==> src/rtl/serial_adder_nbit_if.sv <==
// Operand/result bundle for serial_adder_nbit; ovf exists only when SERIAL_ADD_OVF_EN is defined.
// master drives the request side, slave is the adder.
interface serial_adder_nbit_if #(
    parameter int unsigned WIDTH = 4
);
    logic             start;
    logic [WIDTH-1:0] A;
    logic [WIDTH-1:0] B;
    logic             Cin;
    logic             busy;
    logic             done;
    logic [WIDTH-1:0] S;
    logic             Cout;
`ifdef SERIAL_ADD_OVF_EN
    logic             ovf;
`endif

`ifdef SERIAL_ADD_OVF_EN
    modport master (output start, A, B, Cin, input busy, done, S, Cout, ovf);
    modport slave  (input start, A, B, Cin, output busy, done, S, Cout, ovf);
`else
    modport master (output start, A, B, Cin, input busy, done, S, Cout);
    modport slave  (input start, A, B, Cin, output busy, done, S, Cout);
`endif
endinterface

==> src/rtl/serial_adder_nbit.sv <==
// Bit-serial adder: one full-adder cell resolves one bit per clock, LSB first.
// Optional signed-overflow output is enabled by defining SERIAL_ADD_OVF_EN.
module serial_adder_nbit #(
    parameter int unsigned WIDTH = 4
) (
    input  logic                 clk,
    input  logic                 rst_n,
    serial_adder_nbit_if.slave   bus
);
    localparam int unsigned CntW = $clog2(WIDTH) + 1;

    typedef enum logic [0:0] {StIdle, StRun} state_e;

    state_e             state_q, state_d;
    logic [WIDTH-1:0]   a_q, a_d;
    logic [WIDTH-1:0]   b_q, b_d;
    logic [WIDTH-1:0]   res_q, res_d;
    logic [WIDTH-1:0]   s_q, s_d;
    logic [CntW-1:0]    cnt_q, cnt_d;
    logic               carry_q, carry_d;
    logic               cout_q, cout_d;
    logic               busy_q, busy_d;
    logic               done_q, done_d;
`ifdef SERIAL_ADD_OVF_EN
    logic               ovf_q, ovf_d;
`endif

    logic               sum_bit;
    logic               maj;
    logic               last_bit;
    logic [WIDTH-1:0]   res_shift;

    always_comb begin
        sum_bit   = a_q[0] ^ b_q[0] ^ carry_q;
        maj       = (a_q[0] & b_q[0]) | (a_q[0] & carry_q) | (b_q[0] & carry_q);
        last_bit  = (cnt_q == CntW'(WIDTH - 1));
        // Shift-then-insert keeps this legal for WIDTH=1, where no upper slice exists.
        res_shift = res_q >> 1;
        res_shift[WIDTH-1] = sum_bit;
    end

    always_comb begin
        state_d = state_q;
        a_d     = a_q;
        b_d     = b_q;
        res_d   = res_q;
        s_d     = s_q;
        cnt_d   = cnt_q;
        carry_d = carry_q;
        cout_d  = cout_q;
        busy_d  = busy_q;
        done_d  = 1'b0;
`ifdef SERIAL_ADD_OVF_EN
        ovf_d   = ovf_q;
`endif
        unique case (state_q)
            StIdle: begin
                if (bus.start) begin
                    state_d = StRun;
                    a_d     = bus.A;
                    b_d     = bus.B;
                    carry_d = bus.Cin;
                    cnt_d   = '0;
                    busy_d  = 1'b1;
                end
            end
            StRun: begin
                res_d   = res_shift;
                carry_d = maj;
                a_d     = a_q >> 1;
                b_d     = b_q >> 1;
                cnt_d   = cnt_q + CntW'(1);
                if (last_bit) begin
                    state_d = StIdle;
                    s_d     = res_shift;
                    cout_d  = maj;
                    done_d  = 1'b1;
                    busy_d  = 1'b0;
`ifdef SERIAL_ADD_OVF_EN
                    // carry_q here is the carry into the MSB cell.
                    ovf_d   = carry_q ^ maj;
`endif
                end
            end
            default: state_d = StIdle;
        endcase
    end

    always_ff @(posedge clk or negedge rst_n) begin
        if (!rst_n) begin
            state_q <= StIdle;
            a_q     <= '0;
            b_q     <= '0;
            res_q   <= '0;
            s_q     <= '0;
            cnt_q   <= '0;
            carry_q <= 1'b0;
            cout_q  <= 1'b0;
            busy_q  <= 1'b0;
            done_q  <= 1'b0;
`ifdef SERIAL_ADD_OVF_EN
            ovf_q   <= 1'b0;
`endif
        end else begin
            state_q <= state_d;
            a_q     <= a_d;
            b_q     <= b_d;
            res_q   <= res_d;
            s_q     <= s_d;
            cnt_q   <= cnt_d;
            carry_q <= carry_d;
            cout_q  <= cout_d;
            busy_q  <= busy_d;
            done_q  <= done_d;
`ifdef SERIAL_ADD_OVF_EN
            ovf_q   <= ovf_d;
`endif
        end
    end

    assign bus.busy = busy_q;
    assign bus.done = done_q;
    assign bus.S    = s_q;
    assign bus.Cout = cout_q;
`ifdef SERIAL_ADD_OVF_EN
    assign bus.ovf  = ovf_q;
`endif
endmodule
==> src/flat_wrapper.sv <==
// flat-port wrapper written by rule: the top's interface ports become plain ports
module serial_adder_nbit_flat 
#(
    parameter int unsigned WIDTH = 4
)
  (clk, rst_n, bus_start, bus_A, bus_B, bus_Cin, bus_busy, bus_done, bus_S, bus_Cout);
  serial_adder_nbit_if #(.WIDTH(WIDTH)) bus_i ();
  input  logic clk;
  input  logic rst_n;
  input wire logic [$bits(bus_i.start)-1:0] bus_start;
  input wire logic [$bits(bus_i.A)-1:0] bus_A;
  input wire logic [$bits(bus_i.B)-1:0] bus_B;
  input wire logic [$bits(bus_i.Cin)-1:0] bus_Cin;
  output wire logic [$bits(bus_i.busy)-1:0] bus_busy;
  output wire logic [$bits(bus_i.done)-1:0] bus_done;
  output wire logic [$bits(bus_i.S)-1:0] bus_S;
  output wire logic [$bits(bus_i.Cout)-1:0] bus_Cout;
  assign bus_i.start = bus_start;
  assign bus_i.A = bus_A;
  assign bus_i.B = bus_B;
  assign bus_i.Cin = bus_Cin;
  assign bus_busy = bus_i.busy;
  assign bus_done = bus_i.done;
  assign bus_S = bus_i.S;
  assign bus_Cout = bus_i.Cout;
  serial_adder_nbit #(.WIDTH(WIDTH)) u_core (.clk(clk), .rst_n(rst_n), .bus(bus_i));
endmodule
==> config.mk <==
export PLATFORM = sky130hd
export DESIGN_NAME = serial_adder_nbit_flat
export DESIGN_NICKNAME = d
export VERILOG_FILES = /design/src/rtl/serial_adder_nbit_if.sv /design/src/rtl/serial_adder_nbit.sv /design/src/flat_wrapper.sv
export SDC_FILE = /design/constraint.sdc
export NUM_CORES = 1
export LEC_CHECK = 0
export CAP_MARGIN = 10
export CORE_MARGIN = 1.5
export CORE_UTILIZATION = 53
export DETAILED_ROUTE_END_ITERATION = 10
export GPL_TIMING_DRIVEN = 1
export PLACE_DENSITY = 0.79
export SLEW_MARGIN = 30
export SYNTH_ARGS = -nofsm -noshare
export SYNTH_HDL_FRONTEND = slang
export SYNTH_SLANG_ARGS = --single-unit
==> constraint.sdc <==
create_clock -name clk -period 2.5 [get_ports clk]
set_clock_uncertainty 0.15 [all_clocks]
set_input_delay 0.5 -clock clk [delete_from_list [all_inputs] [get_ports clk]]
set_output_delay 0.5 -clock clk [all_outputs]
set_load 0.02 [all_outputs]
* After elaboration in Yosys (flattened, before gate mapping)
Cells that the tools add are included.
Word-level totals: logic and storage cells 40, output and inout bits 7, input port bits 12, bits in registers 24
Operators by class: eq/ne operators 3, add/subtract/negate cells 1, mux-type cells 16, reductions and logical operators 2, bitwise gates (word level) 8
Operators by type and width (number):
- case mux 4 bit (2 select lines) | 2
- two-way mux 4 bit | 2
- two-way mux 1 bit | 7
- case mux 1 bit (2 select lines) | 3
- case mux 3 bit (2 select lines) | 1
- inequality test 2 bit (second input constant) | 2
- AND reduction 2 bit | 2
- adder 3 x 1 -> 3 bit (second input constant) | 1
- bitwise AND 1 bit | 3
- equality test 3 x 2 -> 1 bit (second input constant) | 1
- two-way mux 3 bit | 1
- bitwise OR 1 bit | 2
- bitwise XOR 1 bit | 2
- inverter 1 bit | 1

* Depth between registers and ports, before layout
Gate-level depths: netlist of run 1.
depth in word-level cells 4, gate-level depth with buffers 4, mapped depth without buffers 4

* Worst setup path after synthesis of run 1
Ideal clock, no wire load.
kind register to register, from register u_core.cnt_q[0], to register u_core.cout_q, in the netlist u_core.bus.Cout, arrival 1204 ps, stages on the path, launching flop included 5, required time 2225 ps, path slack 1021 ps, clock period less this slack 1479 ps, setup time 125 ps, path through dfrtp_1 > ha_1 > ha_1 > nand2_4 > mux2_4
Between the ends: word-level cells in the longest chain between the ends 2
Ends and longest elaborated chain:
- start: declaration | line serial_adder_nbit.sv:19 | logic [CntW-1:0] cnt_q, cnt_d;
- start signal: assignment | line serial_adder_nbit.sv:110 | cnt_q <= cnt_d;
- equality test 3 x 2 -> 1 bit | line serial_adder_nbit.sv:36 | last_bit = (cnt_q == CntW'(WIDTH - 1));
- AND reduction 2 bit (no line)
- end signal: assignment | line serial_adder_nbit.sv:112 | cout_q <= cout_d;
- end: declaration | line serial_adder_nbit.sv:21 | logic cout_q, cout_d;
No other way between the ends. A chain may end at the register's enable or synchronous reset.

* Worst setup path in the final report of run 1
from register u_core.busy_q, in the netlist u_core.bus.busy, to output port bus_busy
RTL lines:
- start: declaration | line serial_adder_nbit.sv:22 | logic busy_q, busy_d;
- start signal: assignment | line serial_adder_nbit.sv:113 | busy_q <= busy_d;
- end: declaration | line flat_wrapper.sv:14 | output wire logic [$bits(bus_i.busy)-1:0] bus_busy;
No word-level cell between the ends.

==> results.md, run 1 <==
* Status: finished clean
* Final TNS setup at 0 ps
* Final Hold Fails at 0
* Cell Pwr Density at roughly 1100 mW/mm²
* Non-Filler Instances at roughly 120
* Antenna Violating Nets Remaining at 0
* Core box area at ~0.0017 mm²
* DR WL/cell at roughly 13 µm
* CTS root buffer: clkbuf_4
* Ratio of cells with drive above 1 in the final layout at about 17%
* Final WS setup at 519.2 ps
* Routability Congestion at 0.6769
* # fillers at roughly 140
* Worst path top cell family by delay: buffers and inverters
* Yosys reg bits at 23
* Sequence of cells on the critical path: clkdlybuf4s50_1
* Slowest CP cell: clkdlybuf4s50_1
* Die H at between 40 and 50 µm
* PortBufs at 18
* Compound-Gate Fraction of Synth Area at under 10%
* Pre-Repair DR Iteration Count at 2
* Max cap viols at 0
* RSZ-0062 raised after global routing: false
* Multiplexer share of the synthesized area at around a fifth
* Syn_nets at between 90 and 100
* Crit path buffers/inverters at 1
* Slew Limit Fails at 0
* Worst slew margin at 48.47%
* Crit. End Element: primary output
* DRT iter0 DRCs at 5
* Final worst path period need at 1981 ps
* Via density at 5.008
* Vias in the first global route at between 600 and 700
* Worst-margin pin slew at 772.9 ps
* CTS tree: done
* Post-CTS Setup Inserts at 0
* Total Wirelength at 1550 µm
* Warnings, synthesis at 0
* Worst Path Arrival at ~1300 ps
* Initial antenna violation count at 0
* Post-cts sizing count at 0
* Post-Synth XOR/XNOR Area at 0%
* F_max at 0.5048 GHz
* Endpoints failing setup at 0
* Main combinational cell family by area after synthesis: multiplexers
* Diode count at 0
* DIE AREA at 0.002163 mm²
* Clock Latency Late Sink at around 310 ps
* Clock Path Buffers at 2
* CP Max Fanout at 3
* Hold_buf cts at 0
* Adder-cell area share of the yosys netlist at under 10%
* Syn avg cell area at between 10 and 15 µm²
* Overflow after GRT at 0
* Residual DRC at 0
* Placed cells at about 120
* Largest net degree at the start of global routing at 27
* Final period util at 79.23%
* Fin nets at roughly 110
* # IOs at 19
* HPWL after DPL at 1080 µm
* Starting Density at 57.49%
* Setup WS pre-CTS at ~650 ps
* CTS Buf Count at 3
* Vias at between 600 and 700
* Crit Path Category: reg2out
* Leakage at roughly 0.6 nW
* Yosys cell types at 17
* Clk slew on worst S/H paths at approximately 130 ps
* Slowest stage delay, CP at 620 ps
* GR Util All Layers at 17.24%
* Worst vdd ir at 712.1 µV
* Critical Path Source Type: flip-flop
* Hold WC Path Type: reg2reg
* Synth Area in Simple Gates at under 10%
* Synthesized area at about 0.0010 mm²
* Seq/Total Area, Yosys at between 50% and 60%
* Worst Path Required at between 1500 and 2000 ps
* Synth-to-Final Area Change at 22.44%
* Cell count after synthesis at 76
* # rows at 15
* First-pass GRT wire length at 2566 µm
* # clock sinks at 23
* Die W at 46.51 µm
* Htree depth at 1
## synth_stat cells
library cell	count	area, µm²
a21oi_1	1	5.000
a22o_1	2	17.52
buf_2	2	10.01
buf_4	1	7.510
buf_6	1	11.26
dfrtp_1	23	575.6
fa_1	1	20.02
ha_1	3	37.54
inv_1	4	15.01
mux2_2	4	45.04
mux2_4	5	75.07
mux2i_1	9	90.09
nand2_1	7	26.28
nand2_4	1	11.26
nor2_1	4	15.01
o21ai_0	7	35.03
o22ai_1	1	6.260
## stage by stage
step	power, mW	hold slack [ps]	utilization [%]	instance area (µm²)
after floorplan	1.047	54.41	-	1003
after global placement	1.201	315.5	68.82	1201
after detailed placement	1.233	329.0	68.82	1201
after CTS	1.405	359.3	70.39	1229
after global routing	1.486	384.4	70.39	1229
final	1.388	346.9	70.39	1229
## state kept, by name (all words and copies together) (netlist names), 3 cells and up
register      flops
u_core.b_q        4
u_core.cnt_q      3
u_core.res_q      3
u_core.a_q        4
u_core.bus.S      4
## logic make-up (layout without fill, tap and decap cells)
group / Yosys count / after routing
AO/OA/AOI/OAI: 11 / 11
adder cells (fa/ha/maj): 4 / 4
buffers and inverters: 8 / 28
flip-flops: 23 / 23
multiplexers: 18 / 18
AND/OR/NAND/NOR: 12 / 12
## layout by cell type, fill, tap and decap left out
cell and instances:
o21ai_0 7, a21oi_1 1, fa_1 1, buf_4 2, nand2_1 7, inv_1 4
nor2_1 4, a22o_1 2, nand2_4 1, clkinv_2 1, o22ai_1 1, mux2_4 5
ha_1 3, clkdlybuf4s50_1 18, mux2i_1 9, dfrtp_1 23, clkbuf_4 3, mux2_2 4
## layout make-up
cell class              count  area, µm²  share of cell area [%]
multi-input cells          45      384.1                   31.26
flip-flops and latches     23      575.6                   46.84
clock inverters             1      5.005                  0.4073
clock buffers               3      22.52                   1.833
repair buffers             20      195.2                   15.89
well taps                  25      31.28                   2.546
inverters                   4      15.01                   1.222
## worst reg2reg max path, stage by stage, from the launching register on
cell and delay [ps]:
dfrtp_1 860, nand2_4 200, mux2_4 350
## path summary, 6_finish.rpt
kind / startpoint / to / slack, ps / cells past startpoint
min in group asynchronous: rst_n / u_core.bus.S[2] / 380 / 2
worst min register to register: u_core.a_q[2] / u_core.a_q[1] / 350 / 2
worst max register to register: u_core.state_q / u_core.bus.S[3] / 840 / 2
max in group asynchronous: rst_n / u_core.a_q[2] / 1600 / 2
worst max-delay path: u_core.bus.busy / bus_busy / 520 / 1
worst min-delay path: u_core.a_q[2] / u_core.a_q[1] / 350 / 2
## report_power, final
part	switching [mW]	leakage (nW)	internal, mW
registers	0.139	0.294	0.525
logic	0.228	0.292	0.327
clock network	0.109	0.0177	0.0597
## per-layer routing
| metal | global-route usage, % | routed length, µm | vias up | share of wire, % |
|---|---|---|---|---|
| met4 | 8.571 | 21 | 0 | 1.4 |
| li1 | - | - | 298 | - |
| met5 | 0 | 0 | - | 0 |
| met2 | 27.50 | 764 | 17 | 49 |
| met1 | 22.06 | 702 | 287 | 45 |
| met3 | 3.529 | 62 | 4 | 4.0 |
(Power assumes the default switching activity.)
==> inputs of run 2 (changes only) <==
--- a/config.mk
+++ b/config.mk
@@ -7,10 +7,10 @@
 export LEC_CHECK = 0
 export CAP_MARGIN = 10
 export CORE_MARGIN = 1.5
-export CORE_UTILIZATION = 53
+export CORE_UTILIZATION = 49
 export DETAILED_ROUTE_END_ITERATION = 10
 export GPL_TIMING_DRIVEN = 1
-export PLACE_DENSITY = 0.79
+export PLACE_DENSITY = 0.74
 export SLEW_MARGIN = 30
 export SYNTH_ARGS = -nofsm -noshare
 export SYNTH_HDL_FRONTEND = slang
==> constraint.sdc (replaced) <==
create_clock -name clk -period 2 [get_ports clk]
set_clock_uncertainty 0.15 [all_clocks]
set_input_delay 0.4 -clock clk [delete_from_list [all_inputs] [get_ports clk]]
set_output_delay 0.4 -clock clk [all_outputs]
set_load 0.02 [all_outputs]
==> run 2 against run 1 <==
Net effect: die area rose by 7.6%; sequential power rose by 21%; cell count rose by 2.5%; clock power rose by 22%; sequential share of layout area fell by 0.38 points; flip-flop and latch count did not move; non-clock buffer count rose by 1; worst hold slack got worse by 75 ps; core utilization fell by 6.6 points; worst setup slack got worse by 400 ps; critical path depth did not move; largest power group unchanged; highest routed layer unchanged.
==> results.md, run 2 (same netlist as run 1, synthesis figures left out) <==
* Status: finished clean
* # rows at 16
* Worst Path Required at approximately 1500 ps
* Met1 usage in global routing at between 15 and 20%
* Sequence of cells on the critical path: clkdlybuf4s50_1
* Commonest non-fill, non-tap cell in the layout: dfrtp_1
* Slowest CP cell: clkdlybuf4s50_1
* Htree depth at 1
* Final worst path period need at around 1900 ps
* Antenna Violating Nets Remaining at 0
* DRT iter0 DRCs at 5
* Largest net degree at the start of global routing at 24
* # IOs at 19
* CTS root buffer: clkbuf_4
* Max cap viols at 0
* Hold WC Path Type: in2async
* Slew Limit Fails at 0
* Worst Path Arrival at between 1000 and 1500 ps
* RR Startpoint: u_core.cnt_q[0]
* DIE AREA at roughly 0.0023 mm²
* RSZ-0062 raised after global routing: false
* Ratio of cells with drive above 1 in the final layout at ~18%
* Total Wirelength at about 1600 µm
* Initial antenna violation count at 0
* Via density at ~4.8
* Final instance area at between 0.001 and 0.0015 mm²
* Sequential Area at roughly 580 µm²
* Overflow after GRT at 0
* Die W at a little under 50 µm
* FF-to-FF setup slack at roughly 460 ps
* Crit Path Category: reg2out
* Multi-input logic area at ~380 µm²
* Clock Latency Late Sink at 310 ps
* Met3 Use GR at ~3.3%
* Leakage at 0.6089 nW
* DR WL/cell at around 13 µm
* Worst reg2reg path depth at 4
* Diode count at 0
* Worst path top cell family by delay: buffers and inverters
* Worst vdd ir at about 810 µV
* Cell Pwr Density at 1403 mW/mm²
* Starting Density at between 50% and 60%
* Area of placed instances at roughly 0.0012 mm²
* Vias at 596
* F_max at roughly 0.53 GHz
* Vias in the first global route at approximately 580
* Final WS setup at about 120 ps
* Post-CTS Setup Inserts at 0
* Gr busiest metal: met2
* PortBufs at 18
* Die H at between 40 and 50 µm
* Endpoints failing setup at 0
* Final Hold Fails at 0
* Post-layout util at a little under two thirds
* GR Util All Layers at around 16%
* Final TNS setup at 0 ps
* Synth-to-Final Area Change at 23.44%
* Residual DRC at 0
* Non-Filler Instances at between 100 and 150
* Worst R2R End: u_core.bus.S[1]
* Slowest stage delay, CP at 620 ps
* Crit path buffers/inverters at 1
* CTS Buf Count at 3
* Commonest non-fill, non-tap cells in the layout: dfrtp_1 (23), clkdlybuf4s50_1 (18), mux2i_1 (9)
* Clock Path Buffers at 2
* First-pass GRT wire length at 2456 µm
* Clk slew on worst S/H paths at 120 ps
* Post-cts sizing count at 0
* Critical Path Source Type: flip-flop
* Fin nets at between 100 and 150
* CTS tree: done
* Worst-margin pin slew at 389.4 ps
* Met2 usage at between 20% and 30%
* Setup WS pre-CTS at approximately 310 ps
* HPWL after DPL at 1142 µm
* Worst slew margin at between 70% and 80%
* # fillers at around 170
* Core box area at between 0.0015 and 0.002 mm²
* Routability Congestion at about 0.66
* Final period util at between 90% and 100%
* Crit. End Element: primary output
* CP Max Fanout at 3
* # clock sinks at 23
* CP Depth at 1
* Pre-Repair DR Iteration Count at 4
* Placed cells at 120
* Hold_buf cts at 0
[run 2: final cells by class]
cell class | instances | area share, %
Sequential cell | 23 | 46.46
Multi-Input combinational cell | 45 | 31.01
Timing Repair Buffer | 21 | 16.36
Tap cell | 27 | 2.727
Clock buffer | 3 | 1.818
Inverter | 4 | 1.212
Clock inverter | 1 | 0.4040
[run 2: worst max path at each step]
stage | start | slack, ps | to
2_1_floorplan | u_core.cnt_q[0] | 520 | u_core.bus.Cout
3_3_place_gp | bus_start | 340 | u_core.b_q[0]
3_5_place_dp | bus_start | 310 | u_core.b_q[0]
4_1_cts | u_core.bus.busy | 110 | bus_busy
5_1_grt | u_core.bus.busy | 70 | bus_busy
6_report | u_core.bus.busy | 120 | bus_busy
[run 2: through the flow]
| step | power [mW] | hold WS (ps) |
|---|---|---|
| 2_1_floorplan | 1.309 | -45.59 |
| 3_3_place_gp | 1.512 | 311.1 |
| 3_5_place_dp | 1.553 | 323.4 |
| 4_1_cts | 1.763 | 268.2 |
| 5_1_grt | 1.876 | 279.9 |
| 6_report | 1.737 | 272.0 |
[run 2: routing by layer]
layer | vias to the layer above | share of wire [%]
li1 | 299 | -
met1 | 277 | 46
met2 | 16 | 49
met3 | 4 | 3.5
met4 | 0 | 1.1
met5 | - | 0
[run 2: power by group]
group / total, mW / internal (mW) / leakage [nW] / switching, mW
Sequential: 0.801 / 0.658 / 0.294 / 0.143
Clock: 0.205 / 0.0746 / 0.0177 / 0.131
Combinational: 0.731 / 0.418 / 0.297 / 0.313
Total: 1.74 / 1.15 / 0.609 / 0.587
==> inputs of run 3 (changes only) <==
--- a/config.mk
+++ b/config.mk
@@ -7,10 +7,11 @@
 export LEC_CHECK = 0
 export CAP_MARGIN = 10
 export CORE_MARGIN = 1.5
-export CORE_UTILIZATION = 49
+export CORE_UTILIZATION = 45
 export DETAILED_ROUTE_END_ITERATION = 10
 export GPL_TIMING_DRIVEN = 1
-export PLACE_DENSITY = 0.74
+export PLACE_DENSITY = 0.71
+export RECOVER_POWER = 50
 export SLEW_MARGIN = 30
 export SYNTH_ARGS = -nofsm -noshare
 export SYNTH_HDL_FRONTEND = slang
==> constraint.sdc (replaced) <==
create_clock -name clk -period 1.54 [get_ports clk]
set_clock_uncertainty 0.15 [all_clocks]
set_input_delay 0.308 -clock clk [delete_from_list [all_inputs] [get_ports clk]]
set_output_delay 0.308 -clock clk [all_outputs]
set_load 0.02 [all_outputs]
==> run 3 against run 2 <==
Net effect: count of clock-buffer cells in the layout did not move; wire length is 3.0% higher; global-route usage decreased by 1.3 points; core utilization fell by 2.0 points; highest routed layer unchanged; combinational power increased by 27%; via count is 1.5% higher; die area up 8.3%; total power grew 28%; clock power rose by 31%; largest power group unchanged; register-to-register slack worse by 410 ps; cell count grew 0.81%.
==> results.md, run 3 (same netlist as run 1, synthesis figures left out) <==
* Commonest non-fill, non-tap cell in the layout: dfrtp_1
* Vias at a little over 600
* Core box area at roughly 0.0020 mm²
* Total power at 2.226 mW
* Critical Path Source Type: flip-flop
* Endpoints failing setup at 0
* RR Startpoint: u_core.cnt_q[0]
* Non-Filler Instances at roughly 130
* Final WS setup at between 40 and 50 ps
* Total Wirelength at 1618 µm
* Overflow after GRT at 0
* Final worst path period need at around 1500 ps
* Final Hold Fails at 0
* DIE AREA at 0.002522 mm²
* Ratio of cells with drive above 1 in the final layout at roughly a fifth
* CTS tree: done
* Via density at around 4.8
* RSZ-0062 raised after global routing: false
* Worst reg2reg path depth at 4
* Hold Startpoint: u_core.a_q[2]
* CP Max Fanout at 6
* Crit Path Category: reg2reg
* Final period util at a little over nine tenths
* # fillers at between 150 and 200
* GR Util All Layers at 14.63%
* Die H at between 50 and 60 µm
* DR WL/cell at ~13 µm
* Clk slew on worst S/H paths at 120 ps
* FF-to-FF setup slack at between 40 and 50 ps
* Hold WC Path Type: reg2reg
* Pre-Repair DR Iteration Count at 4
* Hold Path End: u_core.a_q[1]
* Max cap viols at 0
* Diode count at 0
* Htree depth at 1
* Worst slew margin at about 62%
* Crit. End Element: flip-flop
* Antenna Violating Nets Remaining at 0
* Residual DRC at 0
* Placed cells at 120
* Vias in the first global route at 638
* Worst R2R End: u_core.bus.S[3]
* Slew Limit Fails at 0
* Starting Density at between 40% and 50%
* # clock sinks at 23
* Setup WS pre-CTS at -31.01 ps
* Routability Congestion at between 0.6 and 0.7
* HPWL after DPL at about 1100 µm
* Commonest non-fill, non-tap cells in the layout: dfrtp_1 (23), clkdlybuf4s50_1 (10), mux2i_1 (9)
* Clock Path Buffers at 2
* Worst-margin pin slew at about 570 ps
* Worst vdd ir at about 1000 µV
* # rows at 16
* Die W at between 50 and 60 µm
* # IOs at 19
* CTS root buffer: clkbuf_4
* Initial antenna violation count at 0
* Worst Path Required at ~1600 ps
* Fin nets at 115
* DRT iter0 DRCs at 1
* Worst Path Arrival at ~1500 ps
* Synth-to-Final Area Change at 24.56%
* Clock Latency Late Sink at 300 ps
* WHS Path Cells at 2
* Cell Pwr Density at 1781 mW/mm²
* Largest net degree at the start of global routing at 24
* PortBufs at 18
* Leakage at around 0.63 nW
* F_max at between 0.6 and 0.7 GHz
* First-pass GRT wire length at between 2000 and 3000 µm
* Hold_buf cts at 0
* CTS Buf Count at 3
* Status: finished clean
[run 3: worst max path at each step]
stage,start,end,slack (ps)
after floorplan,u_core.cnt_q[0],u_core.bus.Cout,60
final,u_core.cnt_q[0],u_core.bus.S[3],50
after detailed placement,bus_start,u_core.a_q[1],-30
after CTS,u_core.cnt_q[0],u_core.bus.S[3],10
after global placement,bus_start,u_core.a_q[0],7
after global routing,u_core.bus.S[2],bus_S[2],7
[run 3: timing repair]
action | CTS | global route
buffers inserted | 1 | 0
setup endpoints to repair | 12 | 5
resized for setup | 8 | 1
[run 3: routing by layer]
metal	GRT usage [%]	vias to the layer above	wire length (µm)
li1	-	301	-
met1	17.32	294	737
met2	26.10	8	815
met3	2.679	2	50
met4	5.556	0	15
met5	0	-	0
[run 3: area by class of cell]
cell class                 instances  area [µm²]  share of cell area (%)
clock buffer                       3       22.52                   1.802
timing repair buffer              22       209.0                   16.72
tap                               27       33.78                   2.703
inverter                           4       15.01                   1.201
sequential                        23       575.6                   46.05
multi-input combinational         45       389.1                   31.13
clock inverter                     1       5.005                  0.4004
[run 3: power breakdown]
part,internal (mW),switching (mW),total (mW)
sequential,0.854,0.178,1.03
combinational,0.503,0.423,0.926
clock,0.0966,0.172,0.268
[run 3: critical path: stages, from the launching register on]
cell,delay [ps]
dfrtp_1,410
ha_2,200
ha_2,190
nand2_4,130
mux2_4,310
[run 3: stage by stage]
stage / setup TNS, ps / instance area, µm² / hold slack [ps] / util (%)
3_5_place_dp: -65.86 / 1224 / 323.0 / 60.52
4_1_cts: 0 / 1252 / 192.5 / 61.94
6_report: 0 / 1250 / 345.6 / 61.82
2_1_floorplan: 0 / 1003 / -137.6 / -
3_3_place_gp: 0 / 1224 / 310.4 / 60.52
5_1_grt: 0 / 1250 / 377.2 / 61.82
